<file path="config.mk">
export PLATFORM = sky130hd
export DESIGN_NAME = uart_rx_fifo
export DESIGN_NICKNAME = d
export VERILOG_FILES = /design/src/rtl/uart_rx_fifo.sv
export SDC_FILE = /design/constraint.sdc
export NUM_CORES = 1
export LEC_CHECK = 0
export CORE_MARGIN = 10
export CORE_UTILIZATION = 45
export DETAILED_ROUTE_END_ITERATION = 10
export PLACE_DENSITY_LB_ADDON = 0.25
export SETUP_SLACK_MARGIN = 0.2
export SYNTH_ARGS = -nofsm -noshare
export SYNTH_HDL_FRONTEND = slang
export SYNTH_SLANG_ARGS = --single-unit
</file>
<file path="constraint.sdc">
create_clock -name clock -period 2.25 [get_ports clock]
set_input_delay 0.225 -clock clock [delete_from_list [all_inputs] [get_ports clock]]
set_output_delay 0.225 -clock clock [all_outputs]
set_load 0.02 [all_outputs]
</file>
<file path="src/rtl/uart_rx_fifo.sv">
// 8N1 UART receiver feeding a show-ahead byte FIFO, with sticky framing/overrun flags.
// Define UART_RX_PARITY_EN to add an even-parity bit and a sticky parity_error output.
module uart_rx_fifo #(
   parameter int CLKS_PER_BIT = 217,
   parameter int FIFO_DEPTH   = 8
) (
   input  logic                          clock,
   input  logic                          reset,
   input  logic                          uart_rx_input,
   input  logic                          rd_en,
   output logic [7:0]                    rd_data,
   output logic                          rd_valid,
   output logic [$clog2(FIFO_DEPTH):0]   fifo_count,
   output logic                          frame_error,
   output logic                          overrun_error,
`ifdef UART_RX_PARITY_EN
   output logic                          parity_error,
`endif
   input  logic                          err_clear
);

   localparam int CW = $clog2(CLKS_PER_BIT);
   localparam int AW = $clog2(FIFO_DEPTH);
   localparam logic [CW-1:0] CNT_LAST   = CW'(CLKS_PER_BIT - 1);
   localparam logic [CW-1:0] CNT_MID    = CW'(CLKS_PER_BIT / 2 - 1);
   localparam logic [AW:0]   FULL_COUNT = (AW+1)'(FIFO_DEPTH);

   typedef enum logic [2:0] {
      S_IDLE,
      S_START,
      S_DATA,
`ifdef UART_RX_PARITY_EN
      S_PARITY,
`endif
      S_STOP,
      S_WAIT_IDLE
   } state_t;

   state_t          state_reg, state_next;
   logic            sync1_reg, rx_s_reg, rx_prev_reg;
   logic [CW-1:0]   cnt_reg;
   logic [2:0]      idx_reg;
   logic [7:0]      shift_reg;
   logic            bit_end, cnt_clr;
   logic            shift_en, push_req, frame_set;
`ifdef UART_RX_PARITY_EN
   logic            parity_bad_reg, parity_set;
`endif

   assign bit_end = (cnt_reg == CNT_LAST);
   assign cnt_clr = (state_next != state_reg) || bit_end ||
                    (state_reg == S_IDLE) || (state_reg == S_WAIT_IDLE);

   always_ff @(posedge clock) begin
      if (reset) state_reg <= S_IDLE;
      else       state_reg <= state_next;
   end

   always_comb begin
      state_next = state_reg;
      case (state_reg)
         S_IDLE:      if (rx_prev_reg && !rx_s_reg) state_next = S_START;
         S_START:     if (cnt_reg == CNT_MID) state_next = rx_s_reg ? S_IDLE : S_DATA;
`ifdef UART_RX_PARITY_EN
         S_DATA:      if (bit_end && idx_reg == 3'd7) state_next = S_PARITY;
         S_PARITY:    if (bit_end) state_next = S_STOP;
`else
         S_DATA:      if (bit_end && idx_reg == 3'd7) state_next = S_STOP;
`endif
         S_STOP:      if (bit_end) state_next = rx_s_reg ? S_IDLE : S_WAIT_IDLE;
         S_WAIT_IDLE: if (rx_s_reg) state_next = S_IDLE;
         default:     state_next = S_IDLE;
      endcase
   end

   always_comb begin
      shift_en  = 1'b0;
      push_req  = 1'b0;
      frame_set = 1'b0;
`ifdef UART_RX_PARITY_EN
      parity_set = 1'b0;
`endif
      case (state_reg)
         S_DATA: shift_en = bit_end;
`ifdef UART_RX_PARITY_EN
         S_PARITY: parity_set = bit_end && (rx_s_reg != ^shift_reg);
         S_STOP: begin
            push_req  = bit_end && rx_s_reg && !parity_bad_reg;
            frame_set = bit_end && !rx_s_reg;
         end
`else
         S_STOP: begin
            push_req  = bit_end && rx_s_reg;
            frame_set = bit_end && !rx_s_reg;
         end
`endif
         default: ;
      endcase
   end

   // Synchroniser and edge register preset high so reset never looks like a start edge.
   always_ff @(posedge clock) begin
      if (reset) begin
         sync1_reg   <= 1'b1;
         rx_s_reg    <= 1'b1;
         rx_prev_reg <= 1'b1;
         cnt_reg     <= '0;
         idx_reg     <= '0;
         shift_reg   <= '0;
      end else begin
         sync1_reg   <= uart_rx_input;
         rx_s_reg    <= sync1_reg;
         rx_prev_reg <= rx_s_reg;
         cnt_reg     <= cnt_clr ? '0 : cnt_reg + 1'b1;
         if (state_reg == S_START) begin
            idx_reg <= '0;
         end else if (shift_en) begin
            shift_reg <= {rx_s_reg, shift_reg[7:1]};
            idx_reg   <= idx_reg + 1'b1;
         end
      end
   end

`ifdef UART_RX_PARITY_EN
   always_ff @(posedge clock) begin
      if (reset)                    parity_bad_reg <= 1'b0;
      else if (state_reg == S_START) parity_bad_reg <= 1'b0;
      else if (parity_set)          parity_bad_reg <= 1'b1;
   end
`endif

   logic [7:0]  mem [FIFO_DEPTH];
   logic [AW-1:0] wr_ptr_reg, rd_ptr_reg;
   logic [AW:0] count_reg;
   logic        pop, do_push, overrun_set;

   assign pop         = rd_en && (count_reg != '0);
   // A simultaneous pop frees the slot, so a full FIFO still accepts the byte.
   assign do_push     = push_req && ((count_reg != FULL_COUNT) || pop);
   assign overrun_set = push_req && (count_reg == FULL_COUNT) && !pop;

   always_ff @(posedge clock) begin
      if (do_push) mem[wr_ptr_reg] <= shift_reg;
   end

   always_ff @(posedge clock) begin
      if (reset) begin
         wr_ptr_reg <= '0;
         rd_ptr_reg <= '0;
         count_reg  <= '0;
      end else begin
         if (do_push) wr_ptr_reg <= wr_ptr_reg + 1'b1;
         if (pop)     rd_ptr_reg <= rd_ptr_reg + 1'b1;
         case ({do_push, pop})
            2'b10:   count_reg <= count_reg + 1'b1;
            2'b01:   count_reg <= count_reg - 1'b1;
            default: count_reg <= count_reg;
         endcase
      end
   end

   assign rd_valid   = (count_reg != '0);
   assign rd_data    = rd_valid ? mem[rd_ptr_reg] : 8'h00;
   assign fifo_count = count_reg;

   always_ff @(posedge clock) begin
      if (reset) begin
         frame_error   <= 1'b0;
         overrun_error <= 1'b0;
      end else begin
         frame_error   <= frame_set   ? 1'b1 : (err_clear ? 1'b0 : frame_error);
         overrun_error <= overrun_set ? 1'b1 : (err_clear ? 1'b0 : overrun_error);
      end
   end

`ifdef UART_RX_PARITY_EN
   always_ff @(posedge clock) begin
      if (reset) parity_error <= 1'b0;
      else       parity_error <= parity_set ? 1'b1 : (err_clear ? 1'b0 : parity_error);
   end
`endif

endmodule

</file>
==> flow_summary.json <==
{
  "clk_path_buf_depth": 2,
  "tightest_slew_ns": 0.538,
  "ys.flop_type": "edfxtp_1",
  "fin_util_pct": 56.1,
  "synth_edf_count": 64,
  "ys_seq_area_share_pct": 62.1,
  "final_area_sq_um": 5260,
  "place.gp.congestion": 0.829,
  "die_w_microns": 119,
  "status": "completed",
  "synthDominantCellAreaShare_pct": 43.9,
  "crit_slowest_cell": "fa_2",
  "min_delay_path_depth": 2,
  "grt_pass1_wl_microns": 13700,
  "core_area_sq_um": 9370,
  "hpwl_microns": 5400,
  "fmax_mhz": 471,
  "drv_cap": 0,
  "synth_area_sq_um": 4380,
  "clock_latency_ns": 0.36,
  "r2r_end": "fifo_count[1]",
  "cts_num_sinks": 104,
  "post_dp_cell_area_sq_um": 4930,
  "rsz0062_at_grt": "yes",
  "critPathTopFamily": "adder cells",
  "cts.reportedPaths.clkPinSlew_ns": 0.10,
  "die_h_microns": 119,
  "synth_cell_types": 48,
  "port_buffers": 19,
  "critPathArrivalTime_ns": 2.39,
  "cp_data_required_time_ns": 2.51,
  "ys_async_sr_fraction_pct": 0,
  "setup.worst_path.class": "reg -> reg",
  "nets": 383,
  "hold_violations": 0,
  "worstHoldStart": "uart_rx_input",
  "final.setup.tns_ns": 0,
  "r2r_slack_ns": 0.13,
  "grt_pass1_vias": 2671,
  "holdBufCountCts": 0,
  "die-area_sq_um": 14100,
  "multi_input_area_sq_um": 1650,
  "pwr-share-clk_pct": 25.5,
  "synth_nets": 334,
  "pwr-share-seq_pct": 45.2,
  "firstDrtPassIters": 4,
  "cts_tree": "done",
  "synth-seq-cells": 104,
  "drtIter0Drc": 113,
  "r2r_cells": 10,
  "yosys-top-cells-area": "edfxtp_1 44%, dfxtp_1 18%, mux4_2 8.2%",
  "cp_max_fo": 2,
  "drcViolationCount": 0,
  "fin_ws_ns": 0.127,
  "critPathCaptureType": "flop",
  "ys_top_cells_by_count": "64 x edfxtp_1, 44 x nor2_1, 40 x dfxtp_1, 19 x mux2i_1, 16 x mux4_2",
  "whs_endpoint": "sync1_reg",
  "area_growth_pct": 20.0,
  "antenna_found_initial": 0,
  "reg2reg_from": "cnt_reg[0]",
  "rows": 35,
  "drive_gt1_share_pct": 28.9,
  "cts_root_buf": "clkbuf_8",
  "fill_cells": 783,
  "p_leak_nw": 1.87,
  "max_stage_delay_ns": 0.51,
  "drv_slew": 0,
  "power_switching_mw": 1.41,
  "wire_per_inst_microns": 16.2,
  "n_antenna_cell": 0,
  "route.final.wire_length_microns": 8150,
  "hp-class": "in -> reg",
  "yosysWarnings": 0,
  "overflow": 0,
  "power_density_nw_per_um2": 896,
  "vias_per_cell": 5.23,
  "swShare_pct": 30.0,
  "routed-via-count": 2633,
  "syn_inst": 320,
  "syn-mean-instance-area_sq_um": 13.7,
  "pwr-share-comb_pct": 29.2,
  "relSlewSlack_pct": 63.8,
  "fin_crit_ns": 2.12,
  "largest_register_ffs": 64,
  "crit_chain": "inv_2, ha_4, and4b_1, nand3b_1, nand3_2, buf_6, buf_4, fa_2, nor2_1, mux2_4",
  "drtAntennaViolNets": 0,
  "ff_latch_area_sq_um": 2740,
  "ir_drop_uv": 403,
  "yosysTopAreaCell": "edfxtp_1",
  "htree_levels": 3,
  "finalSetupViolCount": 0,
  "grt_max_degree": 23,
  "p_int_mw": 3.30,
  "synth_most_common_cell": "edfxtp_1",
  "fin_skew_ns": 0.0103,
  "startpoint_type": "flop",
  "io_pins": 20,
  "whs_ns": 0.414,
  "critPathBufInv": 3,
  "cts_made_buffers": 9,
  "start_util_pct": 46.8,
  "grt_usage_pct": 12.1,
  "post-route-period-util_pct": 94.4,
  "place_ws_ns": 0.100
}
==> metrics by stage <==
step / instances / power [mW]
3_3_place_gp: 480 / 3.42
5_1_grt: 503 / 4.96
2_1_floorplan: 320 / 2.97
4_1_cts: 500 / 4.71
3_5_place_dp: 480 / 3.44
6_report: 503 / 4.71
==> worst reg2reg max path: stages, from the launching register on <==
cell,delay (ns)
dfxtp_2,0.35
inv_2,0.04
ha_4,0.14
and4b_1,0.18
nand3b_1,0.13
nand3_2,0.11
buf_6,0.13
buf_4,0.12
fa_2,0.51
nor2_1,0.04
mux2_4,0.26
==> layer usage <==
layer	part of all wire (%)	wire length [microns]	vias to the layer above	global-route usage, %
met5	0	0	-	0
met4	2.3	189	0	5.65
met3	2.9	234	15	2.38
met2	49	3970	37	19.8
met1	46	3750	1287	15.0
li1	-	-	1294	-
==> cells by family (layout without fill, tap and decap cells) <==
| logic type | count (synthesis) | after routing | synth area share (%) |
|---|---|---|---|
| buffers and inverters | 24 | 78 | 2.40 |
| AO/OA/AOI/OAI | 25 | 25 | 3.74 |
| AND/OR/NAND/NOR | 110 | 110 | 13.4 |
| XOR/XNOR | 10 | 10 | 2.00 |
| flip-flops | 104 | 104 | 62.1 |
| multiplexers | 38 | 38 | 13.6 |
| adder cells (fa/ha/maj) | 9 | 9 | 2.74 |
==> power by group through the flow <==
stage / Combinational, mW / Clock (mW) / Sequential [mW]
finish: 1.38 / 1.20 / 2.13
global route: 1.49 / 1.34 / 2.14
CTS: 1.34 / 1.24 / 2.13
detailed placement: 1.28 / 0 / 2.16
global placement: 1.27 / 0 / 2.16
floorplan: 0.808 / 0 / 2.16
==> cell usage in the layout, fill, tap and decap left out, drive strengths merged, types with 2 or more instances in the layout <==
cell type / synthesis / layout
ha: 8 / 8
clkinv: 0 / 4
inv: 11 / 13
clkdlybuf4s50: 0 / 11
a31oi: 2 / 2
xor2: 6 / 6
or3: 2 / 2
buf: 6 / 40
nor2b: 3 / 3
o21ai: 3 / 3
nand4b: 2 / 2
a2111oi: 3 / 3
nor2: 44 / 44
clkbuf: 7 / 9
o2111ai: 2 / 2
and3b: 3 / 3
a21o: 2 / 2
nand2: 10 / 10
nor4: 5 / 5
mux2i: 19 / 19
nor3: 7 / 7
a21oi: 9 / 9
nand4: 6 / 6
and3: 2 / 2
mux2: 3 / 3
nand3: 9 / 9
nand2b: 4 / 4
or2: 3 / 3
mux4: 16 / 16
edfxtp: 64 / 64
dfxtp: 40 / 40
xnor2: 4 / 4
nand3b: 3 / 3
==> worst max-delay path by stage <==
stage | slack (ns) | to | from | depth (start not counted)
after floorplan | 0.07 | mem[1][0] | cnt_reg[3] | 5
after global placement | 0.16 | fifo_count[3] | cnt_reg[0] | 11
after detailed placement | 0.10 | fifo_count[3] | cnt_reg[0] | 11
after CTS | 0.12 | rd_data[7] | flop | 5
after global routing | 0.02 | fifo_count[3] | state_reg[0] | 9
final | 0.13 | fifo_count[1] | cnt_reg[0] | 10
==> what timing repair did <==
item / CTS / global route
endpoints found under the setup margin: 9 / 47
pin swaps: 2 / 4
gates resized for setup: 39 / 14
setup buffers: 3 / 3
cloned: 1 / 0
==> area by class of cell <==
class | count | share of cell area (%)
clock buffer | 9 | 2.36
clock inverter | 7 | 1.71
inverter | 11 | 0.833
multi-input combinational | 192 | 31.4
sequential | 104 | 52.1
tap | 129 | 3.07
timing repair buffer | 51 | 8.50
Note: power is estimated with default switching activity, not from simulation.
